==> src/rtl/coram_arb_pkg.sv <==
// Shared types and constants for the two-requester CoRAM port arbiter.
// Build option: CORAM_ARB_QDATA_REG_EN adds an output register on read returns (latency 2).
package coram_arb_pkg;

    typedef enum logic [1:0] {
        IDLE = 2'd0,
        OWN0 = 2'd1,
        OWN1 = 2'd2
    } arb_state_t;

    localparam int BCNT_W = 8;
    localparam logic [BCNT_W-1:0] BCNT_SAT = '1;

`ifdef CORAM_ARB_QDATA_REG_EN
    localparam int RD_LATENCY = 2;
`else
    localparam int RD_LATENCY = 1;
`endif

endpackage

==> src/rtl/coram_arb_rdtag.sv <==
// Tracks which requester owns the read returning from the 1-cycle memory and
// steers MEM_Q to that requester's QDATA/QVALID, holding QDATA between returns.
module coram_arb_rdtag
    import coram_arb_pkg::*;
#(
    parameter int DATA_W = 32
) (
    input  logic                   clk,
    input  logic                   srst,
    input  logic                   rd_issue,
    input  logic                   rd_tag,
    input  logic [DATA_W-1:0]      mem_q,
    output logic [1:0]             qvalid,
    output logic [1:0][DATA_W-1:0] qdata
);

    logic rd_valid_reg;
    logic rd_tag_reg;

    always_ff @(posedge clk) begin
        if (srst) begin
            rd_valid_reg <= 1'b0;
            rd_tag_reg   <= 1'b0;
        end else begin
            rd_valid_reg <= rd_issue;
            rd_tag_reg   <= rd_tag;
        end
    end

    genvar gi;
    generate
        for (gi = 0; gi < 2; gi++) begin : g_req
            logic ret_hit;
            // MEM_Q carries this requester's read data in the current cycle
            assign ret_hit = rd_valid_reg && ((gi == 1) ? rd_tag_reg : !rd_tag_reg);

            if (RD_LATENCY == 1) begin : g_direct
                logic [DATA_W-1:0] hold_reg;

                always_ff @(posedge clk) begin
                    if (srst) begin
                        hold_reg <= '0;
                    end else if (ret_hit) begin
                        hold_reg <= mem_q;
                    end
                end

                // Reset masks a return already in the pipe during the reset cycle itself
                assign qvalid[gi] = ret_hit && !srst;
                assign qdata[gi]  = srst ? '0 : (ret_hit ? mem_q : hold_reg);
            end else begin : g_registered
                logic              qvalid_reg;
                logic [DATA_W-1:0] qdata_reg;

                always_ff @(posedge clk) begin
                    if (srst) begin
                        qvalid_reg <= 1'b0;
                        qdata_reg  <= '0;
                    end else begin
                        qvalid_reg <= ret_hit;
                        if (ret_hit) begin
                            qdata_reg <= mem_q;
                        end
                    end
                end

                assign qvalid[gi] = qvalid_reg && !srst;
                assign qdata[gi]  = srst ? '0 : qdata_reg;
            end
        end
    endgenerate

endmodule

==> src/rtl/coram_memory_arbiter.sv <==
// Two-requester arbiter for a single-port CoRAM with bounded bursts and round-robin tie break.
// Build option: CORAM_ARB_QDATA_REG_EN registers read returns (read latency 2 instead of 1).
module coram_memory_arbiter
    import coram_arb_pkg::*;
#(
    parameter int CORAM_ADDR_LEN   = 10,
    parameter int CORAM_DATA_WIDTH = 32,
    parameter int MAX_BURST        = 4
) (
    input  logic                        CLK,
    input  logic                        RST,
    input  logic                        REQ0,
    input  logic [CORAM_ADDR_LEN-1:0]   ADDR0,
    input  logic [CORAM_DATA_WIDTH-1:0] D0,
    input  logic                        WE0,
    output logic                        GNT0,
    output logic                        QVALID0,
    output logic [CORAM_DATA_WIDTH-1:0] QDATA0,
    input  logic                        REQ1,
    input  logic [CORAM_ADDR_LEN-1:0]   ADDR1,
    input  logic [CORAM_DATA_WIDTH-1:0] D1,
    input  logic                        WE1,
    output logic                        GNT1,
    output logic                        QVALID1,
    output logic [CORAM_DATA_WIDTH-1:0] QDATA1,
    output logic [CORAM_ADDR_LEN-1:0]   MEM_ADDR,
    output logic [CORAM_DATA_WIDTH-1:0] MEM_D,
    output logic                        MEM_WE,
    input  logic [CORAM_DATA_WIDTH-1:0] MEM_Q
);

    localparam logic [BCNT_W-1:0] BURST_LIM = MAX_BURST[BCNT_W-1:0];

    arb_state_t        state_reg;
    logic [BCNT_W-1:0] bcnt_reg;
    logic              prio_reg;

    logic grant_any;
    logic grant_sel;
    logic own_sel;
    logic own_req;
    logic oth_req;
    logic we_sel;

    always_comb begin
        own_sel   = (state_reg == OWN1);
        own_req   = own_sel ? REQ1 : REQ0;
        oth_req   = own_sel ? REQ0 : REQ1;
        grant_any = 1'b0;
        grant_sel = 1'b0;
        if (!RST) begin
            case (state_reg)
                IDLE: begin
                    if (REQ0 && REQ1) begin
                        grant_any = 1'b1;
                        grant_sel = prio_reg;
                    end else if (REQ0 || REQ1) begin
                        grant_any = 1'b1;
                        grant_sel = REQ1;
                    end
                end
                OWN0, OWN1: begin
                    // Owner keeps the port until its burst quota runs out with the other side waiting
                    if (own_req && ((bcnt_reg < BURST_LIM) || !oth_req)) begin
                        grant_any = 1'b1;
                        grant_sel = own_sel;
                    end else if (oth_req) begin
                        grant_any = 1'b1;
                        grant_sel = !own_sel;
                    end
                end
                default: begin
                    grant_any = 1'b0;
                end
            endcase
        end
    end

    always_ff @(posedge CLK) begin
        if (RST) begin
            state_reg <= IDLE;
            bcnt_reg  <= '0;
            prio_reg  <= 1'b0;
        end else if (!grant_any) begin
            state_reg <= IDLE;
            bcnt_reg  <= '0;
        end else if ((state_reg != IDLE) && (grant_sel == own_sel)) begin
            if (bcnt_reg != BCNT_SAT) begin
                bcnt_reg <= bcnt_reg + 8'd1;
            end
        end else begin
            state_reg <= grant_sel ? OWN1 : OWN0;
            bcnt_reg  <= 8'd1;
            prio_reg  <= !grant_sel;
        end
    end

    assign we_sel   = grant_sel ? WE1 : WE0;
    assign GNT0     = grant_any && !grant_sel;
    assign GNT1     = grant_any && grant_sel;
    assign MEM_ADDR = grant_sel ? ADDR1 : ADDR0;
    assign MEM_D    = grant_sel ? D1 : D0;
    assign MEM_WE   = grant_any && we_sel;

    logic [1:0]                       qvalid_w;
    logic [1:0][CORAM_DATA_WIDTH-1:0] qdata_w;

    coram_arb_rdtag #(
        .DATA_W (CORAM_DATA_WIDTH)
    ) u_rdtag (
        .clk      (CLK),
        .srst     (RST),
        .rd_issue (grant_any && !we_sel),
        .rd_tag   (grant_sel),
        .mem_q    (MEM_Q),
        .qvalid   (qvalid_w),
        .qdata    (qdata_w)
    );

    assign QVALID0 = qvalid_w[0];
    assign QVALID1 = qvalid_w[1];
    assign QDATA0  = qdata_w[0];
    assign QDATA1  = qdata_w[1];

endmodule
==> config.mk <==
export PLATFORM = sky130hd
export DESIGN_NAME = coram_memory_arbiter
export DESIGN_NICKNAME = d
export VERILOG_FILES = /design/src/rtl/coram_arb_pkg.sv /design/src/rtl/coram_arb_rdtag.sv /design/src/rtl/coram_memory_arbiter.sv
export SDC_FILE = /design/constraint.sdc
export NUM_CORES = 1
export LEC_CHECK = 0
export ABC_AREA = 1
export CAP_MARGIN = 20
export CELL_PAD_IN_SITES_DETAIL_PLACEMENT = 1
export CELL_PAD_IN_SITES_GLOBAL_PLACEMENT = 1
export CORE_ASPECT_RATIO = 0.5
export CORE_MARGIN = 1.5
export CORE_UTILIZATION = 25
export DETAILED_ROUTE_END_ITERATION = 12
export PLACE_DENSITY = 0.85
export SLEW_MARGIN = 20
export SYNTH_ARGS = -nofsm -noshare
export SYNTH_HDL_FRONTEND = slang
export SYNTH_SLANG_ARGS = --single-unit
==> constraint.sdc <==
create_clock -name CLK -period 2.8 [get_ports CLK]
set_input_delay 0.56 -clock CLK [delete_from_list [all_inputs] [get_ports CLK]]
set_output_delay 0.56 -clock CLK [all_outputs]
set_load 0.03 [all_outputs]
# Word-level counts from Yosys, hierarchy flattened

Index checks and enable logic that the tools add are counted.

Register bits after elaboration: 77
Bits of input ports: 122
Output and inout port bits: 111
Logic and storage cells: 66

$add $sub $neg: 1
$lt $le $gt $ge: 1
Equal/unequal tests: 5
Muxes and demuxes: 24
Bitwise logic cells: 2
Reductions and logical operators: 25

Operator list:

| cell                                                                         | count |
|---|---|
| 32-bit 2-to-1 mux                                                            | 5 |
| 1-bit 2-to-1 mux                                                             | 15 |
| 1-bit logical AND                                                            | 11 |
| 10-bit 2-to-1 mux                                                            | 1 |
| 8-bit by 1-bit adder with 8-bit output, second input constant                | 1 |
| 8-bit by 3-bit less-than comparator with 1-bit output, second input constant | 1 |
| 8-bit inequality test, second input constant                                 | 1 |
| 1-bit zero test                                                              | 6 |
| 1-bit one-hot mux with 2 select lines                                        | 2 |
| 2-bit OR reduction                                                           | 2 |
| 3-bit OR reduction                                                           | 1 |
| 2-bit by 1-bit == test with 1-bit output, second input constant              | 1 |
| 2-bit == test, second input constant                                         | 1 |
| 2-bit zero test                                                              | 1 |
| 1-bit logical OR                                                             | 2 |
| 2-bit 2-to-1 mux                                                             | 1 |
| 2-bit by 1-bit inequality test with 1-bit output, second input constant      | 1 |
| 1-bit inverter                                                               | 2 |
| 2-bit AND reduction                                                          | 1 |
| 2-bit nonzero test                                                           | 1 |
| 1-bit == test                                                                | 1 |

# Longest topological paths before layout

Gate-level depths: netlist of the first run.

Depth after elaboration: 12
Mapped depth: 13
Mapped depth without buffers: 12

# By module

Synthesis of the first run repeated with hierarchy kept, for this count alone.

Cells, all modules: 581
Area, all modules: 3798.6 µm²

By module, submodules not included:

| module               | instances | cells each | area an instance (µm²) | sequential area each (µm²) |
|---|---|---|---|---|
| coram_arb_rdtag      | 1         | 360        | 2593.7                 | 1321.3 |
| coram_memory_arbiter | 1         | 221        | 1204.9                 | 220.2 |

# Worst setup path before layout of the first run

Ideal clock, no wire load.

Kind: reg2out
Start: register state_reg[0]
End: output port GNT0
Arrival: 1.716 ns
Data required time: 2.240 ns
Path slack: 0.524 ns
Stages on the path, launching flop included: 12
Path buffers: 1
Cell sequence: dfxtp_1 > inv_1 > ha_1 > inv_1 > nand2_1 > nand3_1 > nand2_1 > nand2_2 > nand2_2 > inv_2 > buf_2 > nor2_1

Cells in the longest elaborated chain, start to end: 10
Elaborated cells on any way between the ends: 20
Classes of those cells: eq/ne: 2; mux: 10; reduce/logical: 8

Ends and longest elaborated chain:

| item                                  | line                                                   | source |
|---|---|---|
| start: declaration                    | coram_memory_arbiter.sv:34                             | `arb_state_t state_reg;` |
| start signal: assignment              | coram_memory_arbiter.sv:92                             | `state_reg <= grant_sel ? OWN1 : OWN0;` |
| 2-bit == test                         | coram_memory_arbiter.sv:46, coram_memory_arbiter.sv:52 |  |
| 1-bit 2-to-1 mux                      | coram_memory_arbiter.sv:48                             | `oth_req = own_sel ? REQ0 : REQ1;` |
| 1-bit zero test                       | coram_memory_arbiter.sv:64                             | `if (own_req && ((bcnt_reg < BURST_LIM) \|\| !oth_req)) begin` |
| 1-bit logical OR                      | coram_memory_arbiter.sv:64                             |  |
| 1-bit logical AND                     | coram_memory_arbiter.sv:64                             |  |
| 1-bit 2-to-1 mux                      | coram_memory_arbiter.sv:64                             |  |
| 1-bit one-hot mux with 2 select lines | coram_memory_arbiter.sv:52                             | `case (state_reg)` |
| 1-bit 2-to-1 mux                      | coram_memory_arbiter.sv:51                             | `if (!RST) begin` |
| 1-bit zero test                       | coram_memory_arbiter.sv:99                             | `assign GNT0 = grant_any && !grant_sel;` |
| 1-bit logical AND *                   | coram_memory_arbiter.sv:99                             |  |
| end: declaration                      | coram_memory_arbiter.sv:16                             | `output logic GNT0,` |

Every way passes the cells marked *; elsewhere a longest branch is shown, timed or not.

# Final worst setup path of the first run

Start: register state_reg[1]
End: output port MEM_D[7]

Cells in the longest elaborated chain, start to end: 9
Elaborated cells on any way between the ends: 15
Classes of those cells: eq/ne: 2; mux: 7; reduce/logical: 6

Ends and longest elaborated chain:

| item                                    | line                                                   | source |
|---|---|---|
| 2-bit == test                           | coram_memory_arbiter.sv:46, coram_memory_arbiter.sv:52 |  |
| 1-bit 2-to-1 mux                        | coram_memory_arbiter.sv:48                             |  |
| 1-bit zero test                         | coram_memory_arbiter.sv:64                             |  |
| 1-bit logical OR                        | coram_memory_arbiter.sv:64                             |  |
| 1-bit logical AND                       | coram_memory_arbiter.sv:64                             |  |
| 1-bit 2-to-1 mux                        | coram_memory_arbiter.sv:64                             |  |
| 1-bit one-hot mux with 2 select lines * | coram_memory_arbiter.sv:52                             |  |
| 1-bit 2-to-1 mux *                      | coram_memory_arbiter.sv:51                             |  |
| 32-bit 2-to-1 mux *                     | coram_memory_arbiter.sv:102                            | `assign MEM_D = grant_sel ? D1 : D0;` |
| end: declaration                        | coram_memory_arbiter.sv:27                             | `output logic [CORAM_DATA_WIDTH-1:0] MEM_D,` |

Marked as above.

==> impl_metrics.json, run 1 <==
{
  "hold_start": "prio_reg$_SDFFE_PP0P_",
  "min_period_over_period_pct": 96.7,
  "grt_use_total_pct": 19.2,
  "r2r_start": "state_reg[1]$_SDFFE_PP0N_",
  "wl_mm": 14.4,
  "largest_reg_flops": 64,
  "grt_pass1_wl_mm": 22.0,
  "grt_pass1_vias": 4366,
  "top_layer_used": "met4",
  "die_w_um": 169,
  "leakage_uw": 0.00288,
  "reg2reg_depth": 7,
  "start_util_pct": 25.5,
  "synth.top_cells.by_area": "dfxtp_1, nor2_1, nand2_1, o21ai_0, clkbuf_1",
  "min_period_ps": 2710,
  "r2r-end": "state_reg[1]$_SDFFE_PP0N_",
  "path_common_cell": "nand2_1",
  "tns_ps": 0,
  "synth.most_common_cell": "nor2_1",
  "synth_nets": 639,
  "diodes": 0,
  "cp-end-kind": "primary output",
  "clockPowerShare_pct": 25.7,
  "yosysTopAreaCell": "dfxtp_1",
  "clkLatencyLatePin_ps": 330,
  "r2r_setup_slack_ps": 790,
  "relSlewSlack_pct": 64.0,
  "dieHeight_um": 85.9,
  "die-area_um2": 14500,
  "register_area_um2": 1540,
  "syn_to_final_growth_pct": 81.7,
  "grt_max_degree": 46,
  "fin_worst_skew_ps": 3.02,
  "routabilityCongestion": 0.800,
  "met3WireLength_um": 695,
  "fin_nets": 872,
  "status": "finished clean",
  "cts.sinks": 77,
  "slew_violations": 0,
  "avgSynthCellArea_um2": 6.69,
  "yosysSeqAreaShare_pct": 44.9,
  "crit_family": "buffers and inverters",
  "ios": 233,
  "vias": 4135,
  "cts_buffers": 9,
  "p_comb_share_pct": 46.3,
  "ant_nets": 0,
  "worstPathCellList": "inv_1 > ha_1 > nand2_1 > inv_1 > nand2_1 > nand2_2 > nand2_4 > buf_4 > clkbuf_16 > nand2_1 > nand2_1 > buf_4",
  "syn_area_um2": 3430,
  "switching_power_uw": 1840,
  "wl_met1_mm": 5.82,
  "worst-setup-path-type": "reg2out",
  "dp.final_hpwl_mm": 11.2,
  "yosysTopAreaCellShare_pct": 44.9,
  "max_stage_delay_ps": 390,
  "hp-class": "reg2reg",
  "io_buffers": 232,
  "seq_power_share_pct": 28.0,
  "path_buf_inv": 5,
  "holdPathStages": 2,
  "synth_ff_type": "dfxtp_1",
  "crit_fanout": 15,
  "synth_warnings": 0,
  "cts-root-buf": "clkbuf_16",
  "cpMaxStageDelayCell": "dfxtp_1",
  "dr.pass1.iters": 4,
  "initialDrtViolationCount": 113,
  "cp.required_ps": 2240,
  "fill_cells": 1666,
  "drive_gt1_share_pct": 20.6,
  "grt_overflow_total": 0,
  "coreArea_um2": 13500,
  "cp.arrival_ps": 2150,
  "vias_per_cell": 4.46,
  "max-cap-violations": 0,
  "fmax_ghz": 0.369,
  "synthTopCellsByCount": "nor2_1, nand2_1, dfxtp_1",
  "synth_cells": 513,
  "wl_met2_mm": 7.57,
  "routedWlPerCell_um": 15.6,
  "drc_errors": 0,
  "h-tree-depth": 3,
  "p_sw_share_pct": 39.0,
  "rows": 30,
  "ys_ff_latch": 77,
  "worst_setup_path_start_kind": "flop",
  "ctsLongestPathBuffers": 2,
  "setup-violations-final": 0,
  "multi_input_area_um2": 1710,
  "internal_power_uw": 2880,
  "vdd_ir_drop_max_mv": 0.303,
  "finalHoldViolCount": 0,
  "tightest_slew_ps": 541,
  "powerDensity_nw_per_um2": 757,
  "clk_pin_slew_ps": 60,
  "synthDistinctLibCells": 24,
  "antenna_found_initial": 0,
  "min_to": "prio_reg$_SDFFE_PP0P_",
  "synth_edf_count": 0,
  "async_reset_ff_share_pct": 0,
  "power_uw": 4720,
  "cts_tree": "done"
}
[cell usage in the layout (no fill, tap or decap), types with 2 or more instances in the layout]
master / netlist / routed
a21oi_1: 9 / 8
buf_12: 0 / 12
buf_4: 4 / 112
clkbuf_16: 0 / 11
clkbuf_8: 0 / 3
clkdlybuf4s50_1: 0 / 123
dfxtp_1: 77 / 77
ha_1: 4 / 3
inv_1: 17 / 17
nand2_1: 142 / 142
nand2_4: 1 / 2
nand3_1: 8 / 8
nand4_1: 2 / 2
nor2_1: 143 / 142
o21ai_0: 68 / 68
o21ai_2: 2 / 2
xnor2_1: 2 / 2
[cell families (layout without fill, tap and decap cells)]
kind of cell | Yosys count | in the layout | synth area share [%]
XOR/XNOR | 3 | 3 | 0.766
adder cells (fa/ha/maj) | 4 | 4 | 1.46
AO/OA/AOI/OAI | 80 | 80 | 12.0
buffers and inverters | 47 | 285 | 5.94
AND/OR/NAND/NOR | 302 | 302 | 34.9
flip-flops | 77 | 77 | 44.9
[power groups by stage]
stage          registers (uW)  logic (uW)  clock network [uW]
2_1_floorplan            1320        1200                   0
3_3_place_gp             1330        2080                   0
3_5_place_dp             1340        2120                   0
4_1_cts                  1320        2140                1240
5_1_grt                  1340        2340                1290
6_report                 1320        2180                1210
[area by class of cell]
type | instances | area share [%]
clock buffers | 13 | 4.33
inverters | 19 | 1.22
multi-input cells | 389 | 27.4
flip-flops and latches | 77 | 24.7
clock inverters | 3 | 0.682
well taps | 176 | 3.53
repair buffers | 250 | 38.1
[worst reg2reg max path: stages (launching register included)]
cell and delay (ps):
dfxtp_1 350, ha_1 210, nor2_1 280, o221ai_1 350, buf_4 250, inv_1 130
nand4_4 200, o21ai_2 170
[timing repair]
item	CTS	global route
setup endpoints to repair	8	35
hold buffers	0	0
cloned	0	2
setup buffers	0	1
resized for setup	2	5
[per-stage QoR]
step	area (um^2)	worst slack (ps)	utilization (%)	instances	hold slack (ps)
after floorplan	3430	524	-	513	431
after global placement	5830	164	43.3	908	461
after detailed placement	5830	106	43.3	908	481
after CTS	6150	35.7	45.7	924	490
after global routing	6230	-32.1	46.3	927	506
final	6230	91.0	46.3	927	480
[layer usage]
| metal | track usage (%) | up-vias |
|---|---|---|
| li1 | - | 2070 |
| met1 | 20.7 | 1928 |
| met2 | 36.5 | 110 |
| met3 | 5.45 | 27 |
| met4 | 6.33 | 0 |
| met5 | 0 | - |
[how the worst max path moves through the flow]
stage	start	to	slack [ps]	cells past startpoint
6_report	state_reg[1]$_SDFFE_PP0N_	MEM_D[7]	90	12
5_1_grt	state_reg[1]$_SDFFE_PP0N_	MEM_D[10]	-30	12
4_1_cts	state_reg[0]$_SDFFE_PP0N_	MEM_WE	40	12
3_5_place_dp	REQ1	MEM_D[20]	110	11
3_3_place_gp	REQ1	MEM_D[26]	160	11
2_1_floorplan	state_reg[0]$_SDFFE_PP0N_	GNT0	520	11
Note: power is estimated with default switching activity, not from simulation.
==> run 2, diff against run 1 <==
--- a/config.mk
+++ b/config.mk
@@ -10,7 +10,7 @@
 export CELL_PAD_IN_SITES_DETAIL_PLACEMENT = 1
 export CELL_PAD_IN_SITES_GLOBAL_PLACEMENT = 1
 export CORE_ASPECT_RATIO = 0.5
-export CORE_MARGIN = 1.5
+export CORE_MARGIN = 2
 export CORE_UTILIZATION = 25
 export DETAILED_ROUTE_END_ITERATION = 12
 export PLACE_DENSITY = 0.85
==> impl_metrics.json, run 2 (synthesis results as in run 1) <==
{
  "status": "finished clean",
  "max-cap-violations": 0,
  "grt_pass1_vias": 4406,
  "worst_setup_path_start_kind": "input pin",
  "clkLatencyLatePin_ps": 330,
  "dieHeight_um": 86.9,
  "grt_overflow_total": 0,
  "cts_tree": "done",
  "ant_nets": 0,
  "gr-usage-met2_pct": 35.6,
  "powerDensity_nw_per_um2": 763,
  "fin_ws_ps": 128,
  "dp.final_hpwl_mm": 11.1,
  "syn_to_final_growth_pct": 81.6,
  "fmax_ghz": 0.374,
  "clk_pin_slew_ps": 60,
  "start_util_pct": 25.5,
  "placed_cell_area_um2": 5830,
  "drive_gt1_share_pct": 20.6,
  "dp_slack_ps": 137,
  "grt.met1_usage_pct": 21.8,
  "slew_violations": 0,
  "cp.arrival_ps": 2110,
  "setup-violations-final": 0,
  "crit_fanout": 12,
  "worst-setup-path-type": "in2out",
  "grt_use_total_pct": 19.3,
  "ctsLongestPathBuffers": 2,
  "hp-class": "reg2reg",
  "largest_reg_flops": 64,
  "postLayoutCellArea_um2": 6230,
  "cts_setup_buffers": 0,
  "grt-busiest-layer": "met2",
  "coreArea_um2": 13500,
  "die_w_um": 170,
  "met3_usage_pct": 5.00,
  "path_buf_inv": 4,
  "antenna_found_initial": 0,
  "max_stage_delay_ps": 450,
  "dr.pass1.iters": 4,
  "cts.sinks": 77,
  "leakage_uw": 0.00286,
  "ios": 233,
  "wl_mm": 14.5,
  "relSlewSlack_pct": 63.7,
  "routabilityCongestion": 0.830,
  "fin_worst_skew_ps": 6.05,
  "min_period_over_period_pct": 95.4,
  "grt_max_degree": 44,
  "finalHoldViolCount": 0,
  "crit_family": "buffers and inverters",
  "tightest_slew_ps": 544,
  "diodes": 0,
  "tns_ps": 0,
  "cpMaxStageDelayCell": "clkdlybuf4s50_1",
  "fin_nets": 868,
  "cp-end-kind": "primary output",
  "cp.required_ps": 2240,
  "grt_pass1_wl_mm": 22.5,
  "routedWlPerCell_um": 15.7,
  "rsz0062_at_grt": "no",
  "h-tree-depth": 3,
  "rows": 30,
  "vias_per_cell": 4.51,
  "cts-root-buf": "clkbuf_16",
  "final_cell_mix": "nand2_1, nor2_1, clkdlybuf4s50_1",
  "die-area_um2": 14700,
  "drc_errors": 0,
  "worstPathCellList": "clkdlybuf4s50_1 > nor2_1 > nand2_4 > inv_8 > buf_12 > nand2_1 > a21oi_2 > buf_6",
  "final_util_pct": 46.2,
  "initialDrtViolationCount": 101,
  "io_buffers": 232,
  "min_period_ps": 2670,
  "vias": 4167,
  "cts_buffers": 9,
  "vdd_ir_drop_max_mv": 0.293
}
[run 2: cell types whose count changed in the layout (fill, tap and decap cells not counted), sizes merged]
cell | previous run | this run
bufinv | 1 | 2
clkbuf | 15 | 11
clkinv | 1 | 3
buf | 125 | 122
[run 2: where the power goes]
part           internal, uW  switching [uW]
combinational           835            1330
clock                   803             464
sequential             1260            57.2
total                  2900            1850
[run 2: repair_timing]
action,in CTS,in global routing
setup endpoints to repair,0,35
endpoints found under the hold margin,0,0
hold buffers,0,0
gates resized for setup,0,14
[run 2: routing by layer]
layer  vias to the layer above  part of all wire, %
li1                       2077                    -
met1                      1945                   41
met2                       120                   51
met3                        25                  5.0
met4                         0                  2.4
met5                         -                    0
[run 2: worst paths after layout]
check | from | end | slack [ps] | cells after the start
setup reg to reg | state_reg[1]$_SDFFE_PP0N_ | bcnt_reg[1]$_SDFFE_PP0P_ | 860 | 7
setup / recovery | RST | MEM_WE | 130 | 8
hold reg to reg | u_rdtag.g_req[1].g_direct.hold_reg[24]$_DFF_P_ | u_rdtag.g_req[1].g_direct.hold_reg[24]$_DFF_P_ | 490 | 2
hold / removal | u_rdtag.g_req[1].g_direct.hold_reg[24]$_DFF_P_ | u_rdtag.g_req[1].g_direct.hold_reg[24]$_DFF_P_ | 490 | 2
[run 2: cell type report]
type,instances,area (um^2)
repair buffers,246,2350
clock buffers,10,239
clock inverters,6,86.3
fillers,1666,7240
multi-input cells,389,1710
flip-flops and latches,77,1540
inverters,19,78.8
well taps,176,220
[run 2: stage by stage]
stage,std cells,hold WS (ps),power [uW]
floorplan,513,431,2520
global placement,906,456,3420
detailed placement,906,464,3460
CTS,922,492,4740
global route,923,517,5000
finish,923,490,4750
[run 2: worst register-to-register path, stage by stage, from the launching register on]
cell and delay, ps:
dfxtp_2 340, ha_1 170, nor2_1 260, o221ai_1 350, buf_4 250, inv_1 130, nand4_4 200, a21oi_1 170
==> run 3, diff against run 2 <==
--- a/config.mk
+++ b/config.mk
@@ -11,9 +11,9 @@
 export CELL_PAD_IN_SITES_GLOBAL_PLACEMENT = 1
 export CORE_ASPECT_RATIO = 0.5
 export CORE_MARGIN = 2
-export CORE_UTILIZATION = 25
+export CORE_UTILIZATION = 23
 export DETAILED_ROUTE_END_ITERATION = 12
-export PLACE_DENSITY = 0.85
+export PLACE_DENSITY = 0.79
 export SLEW_MARGIN = 20
 export SYNTH_ARGS = -nofsm -noshare
 export SYNTH_HDL_FRONTEND = slang
==> constraint.sdc (replaced) <==
create_clock -name CLK -period 2.75 [get_ports CLK]
set_input_delay 0.55 -clock CLK [delete_from_list [all_inputs] [get_ports CLK]]
set_output_delay 0.55 -clock CLK [all_outputs]
set_load 0.03 [all_outputs]
==> impl_metrics.json, run 3 (synthesis results as in run 1) <==
{
  "status": "finished clean",
  "grt_overflow_total": 0,
  "wl_mm": 14.8,
  "reg2reg_depth": 12,
  "final_cell_mix": "nor2_1, nand2_1, clkdlybuf4s50_1",
  "cpMaxStageDelayCell": "clkdlybuf4s50_1",
  "vias_per_cell": 4.38,
  "r2r_setup_slack_ps": 810,
  "leakage_uw": 0.00290,
  "h-tree-depth": 3,
  "drive_gt1_share_pct": 21.3,
  "rows": 31,
  "clk_pin_slew_ps": 60,
  "timing.hold.ws_ps": 488,
  "register_area_um2": 1550,
  "cts.sinks": 77,
  "cts_hold_buf": 0,
  "syn_to_final_growth_pct": 84.7,
  "ant_nets": 0,
  "setup-violations-final": 0,
  "crit_fanout": 16,
  "antenna_found_initial": 0,
  "grt_pass1_vias": 4432,
  "cts_buffers": 9,
  "holdPathStages": 2,
  "p_comb_share_pct": 46.7,
  "path_common_cell": "nand2_1",
  "min_period_ps": 2640,
  "relSlewSlack_pct": 72.9,
  "dp.final_hpwl_mm": 11.2,
  "r2r-end": "bcnt_reg[7]$_SDFFE_PP0P_",
  "hold_start": "u_rdtag.g_req[1].g_direct.hold_reg[20]$_DFF_P_",
  "io_buffers": 232,
  "ctsLongestPathBuffers": 2,
  "largest_reg_flops": 64,
  "seq_power_share_pct": 27.3,
  "grt_max_degree": 66,
  "hp-class": "reg2reg",
  "cp-end-kind": "primary output",
  "worst-setup-path-type": "in2out",
  "die-area_um2": 16000,
  "p_sw_share_pct": 38.9,
  "clkLatencyLatePin_ps": 340,
  "min_to": "u_rdtag.g_req[1].g_direct.hold_reg[20]$_DFF_P_",
  "power_uw": 4950,
  "slew_violations": 0,
  "routedWlPerCell_um": 15.6,
  "cp.arrival_ps": 2090,
  "internal_power_uw": 3030,
  "grt_use_total_pct": 18.0,
  "min_period_over_period_pct": 96.2,
  "vias": 4152,
  "tightest_slew_ps": 405,
  "dieHeight_um": 90.4,
  "r2r_start": "state_reg[1]$_SDFFE_PP0N_",
  "dr.pass1.iters": 4,
  "powerDensity_nw_per_um2": 781,
  "ios": 233,
  "start_util_pct": 23.7,
  "fin_nets": 871,
  "cts-root-buf": "clkbuf_16",
  "final_common_cell": "nor2_1",
  "switching_power_uw": 1920,
  "fill_cells": 1812,
  "fmax_ghz": 0.378,
  "finalHoldViolCount": 0,
  "worstPathCellList": "clkdlybuf4s50_1 > nand2_1 > inv_1 > nand2_1 > nand2_2 > nand2_4 > buf_12 > clkbuf_16 > nand2_1 > nand2_1 > buf_4",
  "coreArea_um2": 14500,
  "multi_input_area_um2": 1730,
  "grt_pass1_wl_mm": 22.7,
  "cp.required_ps": 2200,
  "vdd_ir_drop_max_mv": 0.313,
  "max_stage_delay_ps": 520,
  "drc_errors": 0,
  "diodes": 0,
  "die_w_um": 177,
  "fin_worst_skew_ps": 8.64,
  "clockPowerShare_pct": 26.0,
  "cts_tree": "done",
  "initialDrtViolationCount": 138,
  "startpoint": "REQ1",
  "worst_setup_path_start_kind": "input pin",
  "max-cap-violations": 0,
  "routabilityCongestion": 0.798
}
-- run 3: cell count changes in the layout (fill, tap and decap cells not counted), sizes merged --
| cell | delta |
|---|---|
| clkinvlp | -1 |
| inv | +1 |
| buf | +3 |
-- run 3: worst max-delay path by stage --
stage | cells after the start | endpoint | slack, ps
6_report | 11 | MEM_ADDR[6] | 110
5_1_grt | 11 | MEM_D[11] | -30
4_1_cts | 12 | MEM_WE | 20
3_5_place_dp | 11 | MEM_WE | 70
3_3_place_gp | 11 | MEM_WE | 110
2_1_floorplan | 11 | GNT0 | 480
-- run 3: power groups by stage --
stage | clock, uW | sequential, uW | combinational, uW
finish | 1290 | 1350 | 2310
global route | 1370 | 1370 | 2470
CTS | 1320 | 1350 | 2230
detailed placement | 0 | 1370 | 2220
global placement | 0 | 1360 | 2180
floorplan | 0 | 1350 | 1220
-- run 3: layer usage --
metal	track usage [%]	share of wire [%]
met1	19.8	40
met2	32.8	52
met3	5.26	5.1
met4	6.68	2.6
met5	0	0
-- run 3: stage by stage --
| stage | instances | setup TNS [ps] | util, % | instance area (um^2) | setup slack, ps |
|---|---|---|---|---|---|
| 3_5_place_dp | 928 | 0 | 40.7 | 5900 | 72.1 |
| 5_1_grt | 948 | -174 | 43.7 | 6340 | -28.7 |
| 3_3_place_gp | 928 | 0 | 40.7 | 5900 | 106 |
| 4_1_cts | 944 | 0 | 42.9 | 6230 | 15.0 |
| 6_report | 948 | 0 | 43.7 | 6340 | 106 |
| 2_1_floorplan | 513 | 0 | - | 3430 | 484 |
-- run 3: repair_timing --
action	CTS	global route
pin swaps	0	1
gates resized for setup	3	13
buffers inserted	0	3
cloned	0	1
setup endpoints to repair	3	41
-- run 3: layout make-up --
type / instances / area share [%]
flip-flops and latches: 77 / 24.4
repair buffers: 249 / 38.2
clock inverters: 6 / 1.32
inverters: 19 / 1.20
multi-input cells: 389 / 27.2
clock buffers: 10 / 3.77
well taps: 198 / 3.91
-- run 3: critical path, delay by kind of cell --
| kind | cells | cell delay [ps] |
|---|---|---|
| buf+inv | 5 | 1060 |
| simple gates | 6 | 480 |
